[src/rtl/seg_pkg.sv]
// Shared constants and helpers for the 7-segment scan controller slice.
package seg_pkg;

    localparam int BCD_W      = 4;
    localparam int BCD_MAX    = 9;
    localparam int MAX_DIGITS = 64;

    typedef logic [BCD_W-1:0] bcd_t;

    // All-ones anode mask of n bits; callers cast it down to their own width.
    function automatic logic [MAX_DIGITS-1:0] anodes_off(input int n);
        return (MAX_DIGITS'(1) << n) - MAX_DIGITS'(1);
    endfunction

    function automatic logic is_valid_bcd(input bcd_t d);
        return d <= BCD_W'(BCD_MAX);
    endfunction

endpackage

[src/rtl/seg_scan_prescaler.sv]
// Free-running divide-by-DIV counter producing a one-cycle tick on the last count.
module seg_scan_prescaler #(
    parameter int DIV = 10
) (
    input  logic clk,
    input  logic rst_n,
    output logic tick
);

    localparam int CNT_W = (DIV > 1) ? $clog2(DIV) : 1;

    logic [CNT_W-1:0] count_reg;

    assign tick = (count_reg == CNT_W'(DIV - 1));

    always_ff @(posedge clk or negedge rst_n) begin
        if (!rst_n) begin
            count_reg <= '0;
        end else if (tick) begin
            count_reg <= '0;
        end else begin
            count_reg <= count_reg + CNT_W'(1);
        end
    end

endmodule

[src/rtl/seg_scan_ctrl.sv]
// Multiplexed scanner for a common-anode 7-segment display with tear-free frame
// commit, leading-zero suppression and all-off dead time between digits.
module seg_scan_ctrl
    import seg_pkg::*;
#(
    parameter int NUM_DIGITS = 8,
    parameter int CLK_HZ     = 100_000_000,
    parameter int DIGIT_HZ   = 1000,
    parameter int DEAD_CYC   = 50
) (
    input  logic                          clk,
    input  logic                          rst_n,
    input  logic                          load,
    input  logic [BCD_W*NUM_DIGITS-1:0]   digits_i,
    input  logic [NUM_DIGITS-1:0]         digit_en,
    input  logic                          lz_sup,
    output logic [BCD_W-1:0]              bcd_o,
    output logic                          blank_o,
    output logic [NUM_DIGITS-1:0]         an,
    output logic                          frame_o
);

    localparam int DIV    = CLK_HZ / DIGIT_HZ;
    localparam int IDX_W  = (NUM_DIGITS > 1) ? $clog2(NUM_DIGITS) : 1;
    localparam int DEAD_W = (DEAD_CYC > 0) ? $clog2(DEAD_CYC + 1) : 1;
    localparam logic [NUM_DIGITS-1:0] ANODES_OFF = NUM_DIGITS'(anodes_off(NUM_DIGITS));

    if (DIV < DEAD_CYC + 2) begin : g_div_check
        $error("seg_scan_ctrl: CLK_HZ/DIGIT_HZ must be at least DEAD_CYC+2");
    end

    logic tick;

    seg_scan_prescaler #(
        .DIV (DIV)
    ) u_prescaler (
        .clk   (clk),
        .rst_n (rst_n),
        .tick  (tick)
    );

    logic [IDX_W-1:0]              idx_reg, idx_next;
    logic [DEAD_W-1:0]             dead_cnt_reg, dead_cnt_next;
    logic [BCD_W*NUM_DIGITS-1:0]   active_digits_reg, active_digits_next;
    logic [NUM_DIGITS-1:0]         active_en_reg, active_en_next;
    logic [BCD_W*NUM_DIGITS-1:0]   pend_digits_reg;
    logic [NUM_DIGITS-1:0]         pend_en_reg;
    logic                          pend_flag_reg, pend_flag_next;
    logic [NUM_DIGITS-1:0]         an_reg, an_next;
    logic [BCD_W-1:0]              bcd_reg, bcd_next;
    logic                          blank_reg, blank_next;
    logic                          frame_reg;
    logic                          wrap, commit;
    logic [NUM_DIGITS-1:0]         digit_blank;
    logic [NUM_DIGITS-1:0]         lz_blank;
    logic [NUM_DIGITS:1]           zero_above;
    logic [NUM_DIGITS-1:0]         one_hot;

    assign wrap   = tick && (idx_reg == IDX_W'(NUM_DIGITS - 1));
    // A load coinciding with the wrap tick bypasses the pending registers.
    assign commit = wrap && (pend_flag_reg || load);

    always_comb begin
        idx_next       = idx_reg;
        dead_cnt_next  = dead_cnt_reg;
        pend_flag_next = pend_flag_reg;
        if (tick) begin
            idx_next      = wrap ? '0 : idx_reg + IDX_W'(1);
            dead_cnt_next = DEAD_W'(DEAD_CYC);
        end else if (dead_cnt_reg != '0) begin
            dead_cnt_next = dead_cnt_reg - DEAD_W'(1);
        end
        if (commit) begin
            pend_flag_next = 1'b0;
        end else if (load) begin
            pend_flag_next = 1'b1;
        end
    end

    always_comb begin
        active_digits_next = active_digits_reg;
        active_en_next     = active_en_reg;
        if (commit) begin
            active_digits_next = load ? digits_i : pend_digits_reg;
            active_en_next     = load ? digit_en : pend_en_reg;
        end
    end

    // Blanking is evaluated on the frame that will be active after this edge.
    assign zero_above[NUM_DIGITS] = 1'b1;
    assign lz_blank[0]            = 1'b0;

    for (genvar gi = 1; gi < NUM_DIGITS; gi++) begin : g_lz
        assign zero_above[gi] = zero_above[gi+1] &
                                (active_digits_next[gi*BCD_W +: BCD_W] == '0);
        assign lz_blank[gi]   = lz_sup & zero_above[gi];
    end

    for (genvar gi = 0; gi < NUM_DIGITS; gi++) begin : g_blank
        assign digit_blank[gi] = !active_en_next[gi] ||
                                 !is_valid_bcd(active_digits_next[gi*BCD_W +: BCD_W]) ||
                                 lz_blank[gi];
    end

    always_comb begin
        one_hot           = '0;
        one_hot[idx_next] = 1'b1;
        bcd_next          = active_digits_next[idx_next*BCD_W +: BCD_W];
        blank_next        = digit_blank[idx_next] || (dead_cnt_next != '0);
        an_next           = blank_next ? ANODES_OFF : ~one_hot;
    end

    always_ff @(posedge clk or negedge rst_n) begin
        if (!rst_n) begin
            idx_reg           <= '0;
            dead_cnt_reg      <= DEAD_W'(DEAD_CYC);
            active_digits_reg <= '0;
            active_en_reg     <= '0;
            pend_digits_reg   <= '0;
            pend_en_reg       <= '0;
            pend_flag_reg     <= 1'b0;
            an_reg            <= ANODES_OFF;
            bcd_reg           <= '0;
            blank_reg         <= 1'b1;
            frame_reg         <= 1'b0;
        end else begin
            idx_reg           <= idx_next;
            dead_cnt_reg      <= dead_cnt_next;
            active_digits_reg <= active_digits_next;
            active_en_reg     <= active_en_next;
            pend_flag_reg     <= pend_flag_next;
            an_reg            <= an_next;
            bcd_reg           <= bcd_next;
            blank_reg         <= blank_next;
            frame_reg         <= commit;
            if (load) begin
                pend_digits_reg <= digits_i;
                pend_en_reg     <= digit_en;
            end
        end
    end

    assign an      = an_reg;
    assign bcd_o   = bcd_reg;
    assign blank_o = blank_reg;
    assign frame_o = frame_reg;

endmodule

[config.mk]
export PLATFORM = sky130hd
export DESIGN_NAME = seg_scan_ctrl
export DESIGN_NICKNAME = d
export VERILOG_FILES = /design/src/rtl/seg_pkg.sv /design/src/rtl/seg_scan_prescaler.sv /design/src/rtl/seg_scan_ctrl.sv
export SDC_FILE = /design/constraint.sdc
export NUM_CORES = 1
export LEC_CHECK = 0
export BUFFER_PORTS_ARGS = -buffer_cell sky130_fd_sc_hd__buf_2
export CORE_ASPECT_RATIO = 0.5
export CORE_MARGIN = 4
export CORE_UTILIZATION = 45
export CTS_CLUSTER_SIZE = 24
export DETAILED_ROUTE_END_ITERATION = 8
export PLACE_DENSITY = 0.71
export SYNTH_ARGS = -nofsm -noshare
export SYNTH_HDL_FRONTEND = slang
export SYNTH_SLANG_ARGS = --single-unit
[constraint.sdc]
create_clock -name clk -period 5.45 [get_ports clk]
set_clock_uncertainty 0.05 [all_clocks]
set_input_delay 0.2725 -clock clk [delete_from_list [all_inputs] [get_ports clk]]
set_output_delay 0.2725 -clock clk [all_outputs]
set_load 0.05 [all_outputs]
### Word-level counts from Yosys, hierarchy flattened

Index checks and enable logic that the tools add are counted.

* muxes and demuxes: 16
* bitwise gates (word level): 14
* equality and inequality tests: 2
* div/mod/pow operators: 0
* add/subtract/negate cells: 3
* shift operators: 1
* multipliers: 0
* reduce and logical (&&, ||, !) cells: 46
* order comparisons: 10

Operators with widths (count)
* two-way mux 32 bit: 2
* <= comparator 4 bit (second input constant): 8
* indexed part select 32 x 6 -> 4 bit: 1
* logical NOT 4 bit: 7
* two-way mux 8 bit: 3
* adder 17 x 1 -> 17 bit (second input constant): 1
* equality test 17 bit (second input constant): 1
* logical OR 1 bit: 17
* two-way mux 17 bit: 1
* logical NOT 1 bit: 16
* AND 1 bit: 13
* two-way mux 6 bit: 2
* nonzero test 6 bit: 2
* NOT 8 bit: 1
* two-way mux 3 bit: 2
* subtractor 6 x 1 -> 6 bit (second input constant): 1
* < comparator 3 x 4 -> 1 bit (second input constant): 1
* two-way mux 1 bit: 4
* adder 3 x 1 -> 3 bit (second input constant): 1
* binary-select mux 1 bit (select 3 bit): 1
* demux 1 bit (select 3 bit): 1
* equality test 3 bit (second input constant): 1
* greater-or-equal comparator 3 x 1 -> 1 bit (second input constant): 1
* logical AND 1 bit: 3
* nonzero test 2 bit: 1

* input bits: 44
* logic and storage cells: 104
* bits in registers: 121
* RAM bits: 0
* bits in read-only memories: 0
* memories kept: 0
* output and inout port bits: 14
* bits in latches: 0

### Depth between registers and ports, before layout

* depth in word-level cells: 17
* mapped depth: 12

### Hierarchy

Synthesis repeated with hierarchy kept, for this count alone.

* cell total of the unflattened synthesis: 536
* area, all modules: 5606.6 um2

Modules (own cells, without submodules)
* seg_scan_ctrl: area an instance 4813.4 um2, cells an instance 462, times used 1, sequential area each 2617.5 um2
* seg_scan_prescaler: area an instance 793.3 um2, cells an instance 74, times used 1, sequential area each 425.4 um2

### Worst setup path after synthesis

OpenSTA, ideal clock, no wires.

* kind: reg-to-reg
* from: register idx_reg[0]
* to: register bcd_reg[2], in the netlist bcd_o[2]
* arrival: 2.476 ns
* cell stages (with the launch flop): 12
* path buffers: 3
* setup slack: 2.783 ns
* cell sequence: dfrtp_1 -> ha_1 -> ha_1 -> clkbuf_1 -> nand3b_1 -> nor2_4 -> buf_6 -> buf_2 -> mux2_2 -> a22o_1 -> a221oi_1 -> o211ai_1

* longest elaborated chain between the ends: 5
* elaborated cells between the ends (all ways): 8
* those cells by class: add/sub: 1; eq/ne: 1; shift: 1; mux: 3; reduce/logical: 2

Ends and longest elaborated chain
* start: declaration: line seg_scan_ctrl.sv:42 `logic [IDX_W-1:0] idx_reg, idx_next;`
* start signal: assignment: line seg_scan_ctrl.sv:127 `idx_reg <= idx_next;`
* equality test 3 bit: line seg_scan_ctrl.sv:59 `assign wrap = tick && (idx_reg == IDX_W'(NUM_DIGITS - 1));`
* logical AND 1 bit: line seg_scan_ctrl.sv:59
* logical AND 1 bit: line seg_scan_ctrl.sv:61 `assign commit = wrap && (pend_flag_reg || load);`
* two-way mux 32 bit: line seg_scan_ctrl.sv:83 `if (commit) begin`
* via active_digits_next[26]: line seg_scan_ctrl.sv:44 `logic [BCD_W*NUM_DIGITS-1:0] active_digits_reg, active_digits_next;`
* indexed part select 32 x 6 -> 4 bit: line seg_scan_ctrl.sv:108 `bcd_next = active_digits_next[idx_next*BCD_W +: BCD_W];`
* via bcd_next[2]: line seg_scan_ctrl.sv:50 `logic [BCD_W-1:0] bcd_reg, bcd_next;`
* end signal: assignment: line seg_scan_ctrl.sv:133 `bcd_reg <= bcd_next;`
* end: declaration: line seg_scan_ctrl.sv:50

The timed path passes the listed nets, and every way through them passes these cells.
A chain may end at the register's enable or synchronous reset.

### Worst setup path after layout

* from: register u_prescaler.count_reg[0]
* to: register blank_reg, in the netlist blank_o

* longest elaborated chain between the ends: 16
* elaborated cells between the ends (all ways): 71
* those cells by class: order compare: 8; eq/ne: 1; mux: 7; bitwise: 13; reduce/logical: 42

Ends and longest elaborated chain
* start: declaration: line seg_scan_prescaler.sv:12 `logic [CNT_W-1:0] count_reg;`
* start signal: assignment: line seg_scan_prescaler.sv:22 `count_reg <= count_reg + CNT_W'(1);`
* equality test 17 bit (*): line seg_scan_prescaler.sv:14 `assign tick = (count_reg == CNT_W'(DIV - 1));`
* logical AND 1 bit: line seg_scan_ctrl.sv:59
* logical AND 1 bit: line seg_scan_ctrl.sv:61
* two-way mux 32 bit: line seg_scan_ctrl.sv:83
* logical NOT 4 bit: line seg_scan_ctrl.sv:95 `(active_digits_next[gi*BCD_W +: BCD_W] == '0);`
* AND 1 bit (6 in a row): line seg_scan_ctrl.sv:94 `assign zero_above[gi] = zero_above[gi+1] &`
* AND 1 bit: line seg_scan_ctrl.sv:96 `assign lz_blank[gi] = lz_sup & zero_above[gi];`
* logical OR 1 bit: line seg_scan_ctrl.sv:101 `!is_valid_bcd(active_digits_next[gi*BCD_W +: BCD_W]) ||`
* binary-select mux 1 bit (select 3 bit): line seg_scan_ctrl.sv:109 `blank_next = digit_blank[idx_next] || (dead_cnt_next != '0);`
* two-way mux 1 bit (implied by the code): line seg_scan_ctrl.sv:109
* logical OR 1 bit (*): line seg_scan_ctrl.sv:109
* via blank_next: line seg_scan_ctrl.sv:51 `logic blank_reg, blank_next;`
* end signal: assignment: line seg_scan_ctrl.sv:134 `blank_reg <= blank_next;`
* end: declaration: line seg_scan_ctrl.sv:51

The timed path passes the listed nets; every way through them passes the cells marked *. The select of a mux whose other input is x is not followed.

==> reports/metrics.yaml <==
clock_tree:
  clockRootBuffer: "clkbuf_16"
  clk-insertion-delay-late_ps: 410
  htreeDepth: 4
  numCtsBuffers: 17
  cts.sinks: 121
  cts.clk_slew.worst_paths_ps: 60
  cts_tree: "done"
  cts_buffer_depth: 2
global_routing:
  grt_first_pass_wirelength_um: 21700
  antenna_found_initial: 0
  grt_pass1_vias: 4226
  overflow: 0
  grt_use_total: 0.191
  grt_start_max_net_pins: 68
layout:
  final_cell_mix: "dfrtp_1 (109), nand2_1 (63), buf_2 (56)"
  layout-drive-gt1-share: 0.289
  fin_cells: 746
  stdcell_area_mm2: 0.00665
  diodes: 0
  multi_input_area_mm2: 0.00242
  regArea_mm2: 0.00304
  fin_util: 0.553
  fin_nets: 617
  n_fill_cell: 990
  syn_to_final_growth_pct: 17.8
  mostFrequentLayoutCell: "dfrtp_1"
worst_setup_path:
  worst_setup_path_end_kind: "flip-flop"
  worstReg2RegStart: "u_prescaler.count_reg[0]$_DFF_PN0_"
  worst_setup_path_start_kind: "flip-flop"
  crit_type: "flip-flop to flip-flop"
  critPathMaxFanout: 34
  crit_required_ps: 5720
  timing.critical_path.from: "u_prescaler.count_reg[0]$_DFF_PN0_"
  cp.arrival_ps: 4010
floorplanning:
  coreArea_mm2: 0.0120
  dieArea_mm2: 0.0145
  die_h_um: 87.2
  die_x_um: 166
  ios: 58
  start_util: 0.469
  num_rows: 28
yosys:
  synth.distinct_cells: 59
  synth_flop_cell: "dfrtp_1"
  synth_edf_count: 0
  yosysSeqAreaShare: 0.539
  synthesis.area_mm2: 0.00564
  ys_warn_count: 0
  syn_nets: 555
  syn_area_per_cell_um2: 11.1
  synth_cells: 506
  synth.ff_latch_count: 121
  synth_async_sr_flop_share: 1.00
route:
  drc_errors: 0
  drt-vias-per-instance: 5.58
  wirelength_um: 13300
  wl_per_cell_um: 17.8
  drtIter0Drc: 358
  dr.pass1.iters: 5
  drtAntennaViolNets: 0
  vias: 4160
sta:
  worst_slew_pin_slew_ps: 1060
  rsz0062_at_grt: "no"
  slew_violations: 0
  setup_tns_ps: 0
  fin_crit_sh: 0.686
  hold_viol: 0
  fin_crit_ps: 3740
  setup_viol_count_final: 0
  clock.fmax_mhz: 267
  maxSlewHeadroom: 0.289
min_path:
  hp-class: "input port to flip-flop"
  min_from: "digits_i[8]"
flow_run:
  drv_cap: 0
place:
  io_buffers: 57
  gp_congestion: 0.872
  dp_cells: 713
  hpwl_um: 9180
  post_dp_cell_area_mm2: 0.00606
power:
  ir_drop_mv: 0.204
  power_mw: 2.13
  power.leakage_nw: 3.03
  power_density_mw_per_mm2: 321
outcome:
  outcome: "complete, no violations"
-- layout make-up --
class | count | area share
inverters | 24 | 0.0137
clock buffers | 20 | 0.0672
multi-input cells | 344 | 0.364
flip-flops and latches | 121 | 0.458
clock inverters | 12 | 0.0188
repair buffers | 60 | 0.0471
well taps | 165 | 0.0311
-- through the flow --
stage	worst slack [ps]	hold WS, ps
after floorplan	2780	-73.1
after global placement	1960	313
after detailed placement	1850	309
after CTS	1790	32.3
after global routing	1500	51.6
final	1710	40.8
-- cells in the mapped netlist (all sizes together) (8+ instances only) --
master	n	area share
dfrtp	109	0.48
nand2	63	0.042
mux2	53	0.11
nor2	29	0.021
o21ai	25	0.022
inv	23	0.015
nand3	23	0.021
mux2i	18	0.034
nor3	18	0.017
buf	12	0.012
dfstp	12	0.056
a21oi	9	0.0080
xnor2	9	0.014
nor3b	8	0.011
nor4	8	0.0089
xor2	8	0.012
-- power by group --
group	internal (mW)	switching, mW	leakage (nW)	total (mW)
registers	0.929	0.00952	1.54	0.938
clock network	0.681	0.406	0.276	1.09
logic	0.0432	0.0630	1.22	0.106
-- cells by family after synthesis --
kind of cell,share of synthesized area
muxes,0.140
AOI/OAI and AO/OA,0.0872
adders and majority gates,0.0111
buffers and inverters,0.0315
xor gates and xnor gates,0.0264
DFF,0.539
and+or+nand+nor,0.164
-- final timing paths --
kind	end	slack (ps)	cells after the start
max	blank_o$_DFF_PN1_	1710	9
min	pend_digits_reg[8]$_DFF_PN0_	40	3
max reg2reg	blank_o$_DFF_PN1_	1710	9
min reg2reg	active_en_reg[4]$_DFF_PN0_	420	2
max in group asynchronous	pend_digits_reg[7]$_DFF_PN0_	3670	3
min in group asynchronous	u_prescaler.count_reg[16]$_DFF_PN0_	390	2
-- routing by layer --
metal  vias up  track usage  share of wire
met5         -            0              0
met4         0       0.0720          0.017
met3        23       0.0603          0.066
met2       134        0.289           0.45
met1      2071        0.261           0.47
li1       1932            -              -
-- critical path, stage by stage, from the launching register on --
cell and delay [ps]:
dfrtp_1 380, ha_1 210, and4_1 520, nor3b_1 380, nand2_1 700, o21ai_0 290
a21oi_1 110, o41a_1 370, a211oi_4 460, o221ai_2 160
-- repair_timing --
item                      4_1_cts  5_1_grt
hold buffers                    1        0
hold endpoints to repair       44        0
resized for setup               0        0
setup buffers                   0        0
No activity file was read; power rests on OpenSTA's default activity.
